## src/rtl/fifo_word_serializer.sv

```systemverilog
// Drains a FIFO one word at a time onto a single-wire async line (start, LSB-first data, stop).
// Latency: Fifo_RE one cycle after IDLE sees a non-empty FIFO; start bit two cycles after Fifo_RE.
// Backpressure: FIFO is popped only between frames; EN low lets the current frame finish, then idles.
module fifo_word_serializer #(
  parameter int DATA_WIDTH   = 16,
  parameter int CLKS_PER_BIT = 4
) (
  input  logic                  Clock,
  input  logic                  Reset,
  input  logic                  EN,
  input  logic                  Fifo_Empty,
  input  logic [DATA_WIDTH-1:0] Fifo_Read_Data,
  output logic                  Fifo_RE,
  output logic                  Tx_Serial,
  output logic                  Busy,
  output logic                  Word_Done
);

  localparam int CW = $clog2(CLKS_PER_BIT) + 1;
  localparam int BW = (DATA_WIDTH > 1) ? $clog2(DATA_WIDTH) : 1;
  localparam logic [CW-1:0] CLK_LAST = CW'(CLKS_PER_BIT - 1);
  localparam logic [BW-1:0] BIT_LAST = BW'(DATA_WIDTH - 1);

  typedef enum logic [2:0] {
    IDLE  = 3'd0,
    REQ   = 3'd1,
    LOAD  = 3'd2,
    START = 3'd3,
    DATA  = 3'd4,
    STOP  = 3'd5
  } state_t;

  state_t                  state_q, state_d;
  logic [CW-1:0]           clk_cnt_q, clk_cnt_d;
  logic [BW-1:0]           bit_cnt_q, bit_cnt_d;
  logic [DATA_WIDTH-1:0]   shift_q, shift_d;
  logic                    fifo_re_q, fifo_re_d;
  logic                    tx_q, tx_d;
  logic                    word_done_q, word_done_d;

  // Next-state, counter and shift-register logic; outputs are derived from the next state
  // so that every output comes straight from a flop.
  always_comb begin
    state_d     = state_q;
    clk_cnt_d   = clk_cnt_q;
    bit_cnt_d   = bit_cnt_q;
    shift_d     = shift_q;
    word_done_d = 1'b0;

    case (state_q)
      IDLE: begin
        if (EN && !Fifo_Empty) begin
          state_d = REQ;
        end
      end
      REQ: begin
        state_d = LOAD;
      end
      LOAD: begin
        // Read_Data was updated by the FIFO on the edge that ended REQ.
        shift_d   = Fifo_Read_Data;
        clk_cnt_d = '0;
        bit_cnt_d = '0;
        state_d   = START;
      end
      START: begin
        if (clk_cnt_q == CLK_LAST) begin
          clk_cnt_d = '0;
          bit_cnt_d = '0;
          state_d   = DATA;
        end else begin
          clk_cnt_d = clk_cnt_q + 1'b1;
        end
      end
      DATA: begin
        if (clk_cnt_q == CLK_LAST) begin
          clk_cnt_d = '0;
          shift_d   = shift_q >> 1;
          if (bit_cnt_q == BIT_LAST) begin
            bit_cnt_d = '0;
            state_d   = STOP;
          end else begin
            bit_cnt_d = bit_cnt_q + 1'b1;
          end
        end else begin
          clk_cnt_d = clk_cnt_q + 1'b1;
        end
      end
      STOP: begin
        if (clk_cnt_q == CLK_LAST) begin
          clk_cnt_d   = '0;
          state_d     = IDLE;
          word_done_d = 1'b1;
        end else begin
          clk_cnt_d = clk_cnt_q + 1'b1;
        end
      end
      default: begin
        state_d   = IDLE;
        clk_cnt_d = '0;
        bit_cnt_d = '0;
      end
    endcase

    // Read strobe is high exactly for the REQ cycle.
    fifo_re_d = (state_d == REQ);

    // Line level for the cycle about to start: low for start, LSB of the shifter for data, else idle high.
    tx_d = 1'b1;
    if (state_d == START) begin
      tx_d = 1'b0;
    end else if (state_d == DATA) begin
      tx_d = shift_d[0];
    end
  end

  // State register with asynchronous clear; a word already popped is dropped on reset.
  always_ff @(posedge Clock or posedge Reset) begin
    if (Reset) begin
      state_q     <= IDLE;
      clk_cnt_q   <= '0;
      bit_cnt_q   <= '0;
      shift_q     <= '0;
      fifo_re_q   <= 1'b0;
      tx_q        <= 1'b1;
      word_done_q <= 1'b0;
    end else begin
      state_q     <= state_d;
      clk_cnt_q   <= clk_cnt_d;
      bit_cnt_q   <= bit_cnt_d;
      shift_q     <= shift_d;
      fifo_re_q   <= fifo_re_d;
      tx_q        <= tx_d;
      word_done_q <= word_done_d;
    end
  end

  assign Fifo_RE   = fifo_re_q;
  assign Tx_Serial = tx_q;
  assign Word_Done = word_done_q;
  assign Busy      = (state_q != IDLE);

endmodule
```

## config.mk

```make
export PLATFORM = sky130hd
export DESIGN_NAME = fifo_word_serializer
export DESIGN_NICKNAME = d
export VERILOG_FILES = /design/src/rtl/fifo_word_serializer.sv
export SDC_FILE = /design/constraint.sdc
export NUM_CORES = 1
export LEC_CHECK = 0
export ABC_AREA = 1
export BUFFER_PORTS_ARGS = -buffer_cell sky130_fd_sc_hd__buf_4
export CORE_ASPECT_RATIO = 1.25
export CORE_MARGIN = 3
export CORE_UTILIZATION = 56
export CTS_CLUSTER_SIZE = 25
export DETAILED_ROUTE_END_ITERATION = 8
export PLACE_DENSITY_LB_ADDON = 0.12
export SETUP_SLACK_MARGIN = 0.02
export SLEW_MARGIN = 15
export SYNTH_ARGS = -nofsm -noshare
export SYNTH_HDL_FRONTEND = slang
export SYNTH_SLANG_ARGS = --single-unit
```

## constraint.sdc

```tcl
create_clock -name Clock -period 4.25 [get_ports Clock]
set_clock_uncertainty 0.1 [all_clocks]
set_input_delay 0.425 -clock Clock [delete_from_list [all_inputs] [get_ports Clock]]
set_output_delay 0.425 -clock Clock [all_outputs]
set_load 0.03 [all_outputs]
```

==> impl_metrics.ini <==
[setup_path]
crit_type = register to primary output
reg2reg_from = clk_cnt_q[0]
rrSetupSlack_ns = 2.65
worstPathMaxFanout = 8
cp_slowest_stage_delay_ns = 0.48
crit_path_end_kind = primary output
arrival_ns = 1.33
cp.required_ns = 3.72
startpoint_type = register
worstPathCellList = nor2_2 -> nand2_1 -> buf_4
reg2regPathDepth = 7
rr_endpoint = bit_cnt_q[0]
crit_path_top_delay_cell = dfrtp_1

[cts]
cts_root_buf = clkbuf_4
cts.path.max_buffers = 2
cts_tree = yes
cts_buffers = 5
insertion_delay_ns = 0.33
clkSlewWorstSetupHoldPaths_ns = 0.09
postCtsResizedCells = 0
cts_setup_buffers = 0
postCtsHoldBufs = 0
htreeDepth = 2
cts_sinks = 29

[routing]
antenna_left = 0
drt-initial-drc-count = 47
totalWireLength_mm = 2.85
drcViolationCount = 0
first_pass_iters = 4
wl_per_cell_um = 13.0
via_per_inst = 5.44
vias = 1197

[layout]
layout.nets = 210
seq_area_um2 = 727
area.growth.synth_to_final_pct = 17.8
multi_input_area_um2 = 594
final_cell_count_no_fill = 220
fillers = 178
antenna_cells = 0
final_layout_size_suffix_gt1_share_pct = 23.3

[sta]
setup_viol_count_final = 0
tightest_slew_ns = 0.990
slew_headroom_pct = 33.6
rsz0062_at_grt = no
report.final.slew_viol_count = 0
period_minus_slack_ns = 1.86
tns_ns = 0
hold_violations = 0
min_period_over_period_pct = 43.7
fmax_mhz = 539

[synth]
synth-simple-area-share_pct = 29.8
ys_seq_area_share_pct = 51.7
synth_top_family_by_area = simple AND/OR/NAND/NOR gates
synth.area.top_cells = dfrtp_1 50%, nand2_1 15%, a22oi_1 7.5%, nand3_1 3.9%, inv_1 2.9%
syn_area_per_cell_um2 = 8.67
postSynthCellCount = 162
synth_top_area_share_pct = 49.9
synth-seq-cells = 29
synth_area_um2 = 1410
synth_fa_ha_area_share_pct = 1.78
ys_types = 25
syn_nets = 184
synth_xor_area_share_pct = 0
synthMuxAreaShare_pct = 0
synth_top_area_cell = dfrtp_1
synth_compound_area_share_pct = 10.7
yosys_warnings = 0

[floorplanning]
core_um2 = 2280
dieArea_um2 = 3150
die_w_um = 50.8
start_util_pct = 61.6
io_pins = 24
rows = 19
die_h_um = 62.0

[grt]
antenna_found_initial = 0
grt_pass1_wl_mm = 4.66
grt_max_degree = 30
track_usage_pct = 20.4
grt_pass1_vias = 1167
overflow = 0

[power]
switching_share_pct = 21.5
intPower_mw = 0.389
p_leak_nw = 0.890
clock_power_share_pct = 38.2
p_sw_mw = 0.106
vdd_drop_max_mv = 0.297
p_per_area_nw_per_um2 = 299
p_comb_share_pct = 5.0
seq_power_share_pct = 56.8

[place]
portBuffers = 23
dp.cells = 212
place_hpwl_mm = 2.03
gp_congestion = 0.854

[hold_path]
hold_class = input pin to async pin

[flow_run]
maxCapViolCount = 0

[run_status]
outcome = complete, no violations
-- worst max-delay path by stage --
stage	start	to	slack, ns	cells after the start
global placement	clk_cnt_q[0]	bit_cnt_q[0]	2.73	7
floorplan	state_q[1]	Tx_Serial	2.81	8
finish	state_q[1]	Busy	2.39	3
CTS	state_q[1]	Busy	2.39	3
global route	state_q[1]	Busy	2.34	3
detailed placement	clk_cnt_q[0]	bit_cnt_q[0]	2.71	7
-- kinds of logic (layout without fill, tap and decap cells) --
kind of cell / count (synthesis) / in the layout
buffers and inverters: 18 / 45
AOI/OAI and AO/OA: 21 / 21
DFF: 29 / 29
and+or+nand+nor: 92 / 92
adders and majority gates: 2 / 2
-- critical path, delay by kind of cell (launching register included) --
kind	cells	cell delay, ns
DFF	1	0.48
and+or+nand+nor	2	0.35
buffers and inverters	1	0.19
-- power by group through the flow --
stage               logic [mW]  clock network, mW  registers (mW)
finish                  0.0245              0.189           0.281
global route            0.0277              0.208           0.282
CTS                     0.0251              0.197           0.281
detailed placement      0.0249                  0           0.286
global placement        0.0244                  0           0.287
floorplan              0.00765                  0           0.287
-- cell usage in the layout (no fill, tap or decap) --
master | netlist | layout
dfstp_2 | 1 | 1
o21ai_1 | 2 | 2
nand3b_1 | 1 | 1
nor3_1 | 1 | 1
nand3_1 | 11 | 11
buf_4 | 2 | 23
nand4_1 | 4 | 4
clkbuf_4 | 0 | 5
nor2_1 | 11 | 11
a22o_1 | 2 | 2
nor2_4 | 1 | 1
dfrtp_1 | 28 | 28
o31ai_1 | 1 | 1
nor2_2 | 2 | 2
nor2_8 | 1 | 1
a22oi_1 | 14 | 14
nand3_2 | 1 | 1
inv_2 | 3 | 3
nand2_2 | 3 | 3
ha_1 | 2 | 2
clkinv_1 | 0 | 1
clkbuf_8 | 0 | 2
nand2_1 | 55 | 55
clkinv_2 | 0 | 1
a21oi_1 | 2 | 2
or2_2 | 1 | 1
inv_1 | 11 | 10
-- per-layer routing --
layer  share of wire (%)  up-vias  track usage [%]  routed length [µm]
li1                    -      588                -                   -
met1                  42      563             20.8                1190
met2                  51       44             37.5                1460
met3                 6.5        2             7.16                 186
met4                0.49        0             10.4                  14
met5                   0        -                0                   0
-- final cells by class --
type,count,area share (%)
Multi-Input combinational cell,115,35.9
Clock inverter,1,0.302
Inverter,14,3.17
Clock buffer,7,3.93
Tap cell,31,2.34
Sequential cell,29,43.9
Timing Repair Buffer,23,10.4
-- stage by stage --
step / cell area (µm²) / hold WS, ns / total power, mW / setup WS, ns / util, %
4_1_cts: 1660 / 0.201 / 0.503 / 2.39 / 72.5
3_3_place_gp: 1590 / 0.368 / 0.311 / 2.73 / 69.5
3_5_place_dp: 1590 / 0.369 / 0.311 / 2.71 / 69.5
5_1_grt: 1660 / 0.154 / 0.517 / 2.34 / 72.5
2_1_floorplan: 1410 / 0.349 / 0.295 / 2.81 / -
6_report: 1660 / 0.103 / 0.495 / 2.39 / 72.5
-- cell usage after synthesis, drive strengths merged --
cell and instances:
nand2 58, dfrtp 28, nor2 15, a22oi 14, inv 14, nand3 12
buf 4, nand4 4, a21oi 2, a22o 2, ha 2, o21ai 2
dfstp 1, nand3b 1, nor3 1, o31ai 1, or2 1
-- state kept, by name (all words and copies together), names as in the netlist --
register / cells
Tx_Serial: 1
clk_cnt_q: 3
Fifo_RE: 1
shift_q: 16
bit_cnt_q: 4
state_q: 3
Word_Done: 1
No activity file was read; power rests on OpenSTA's default activity.
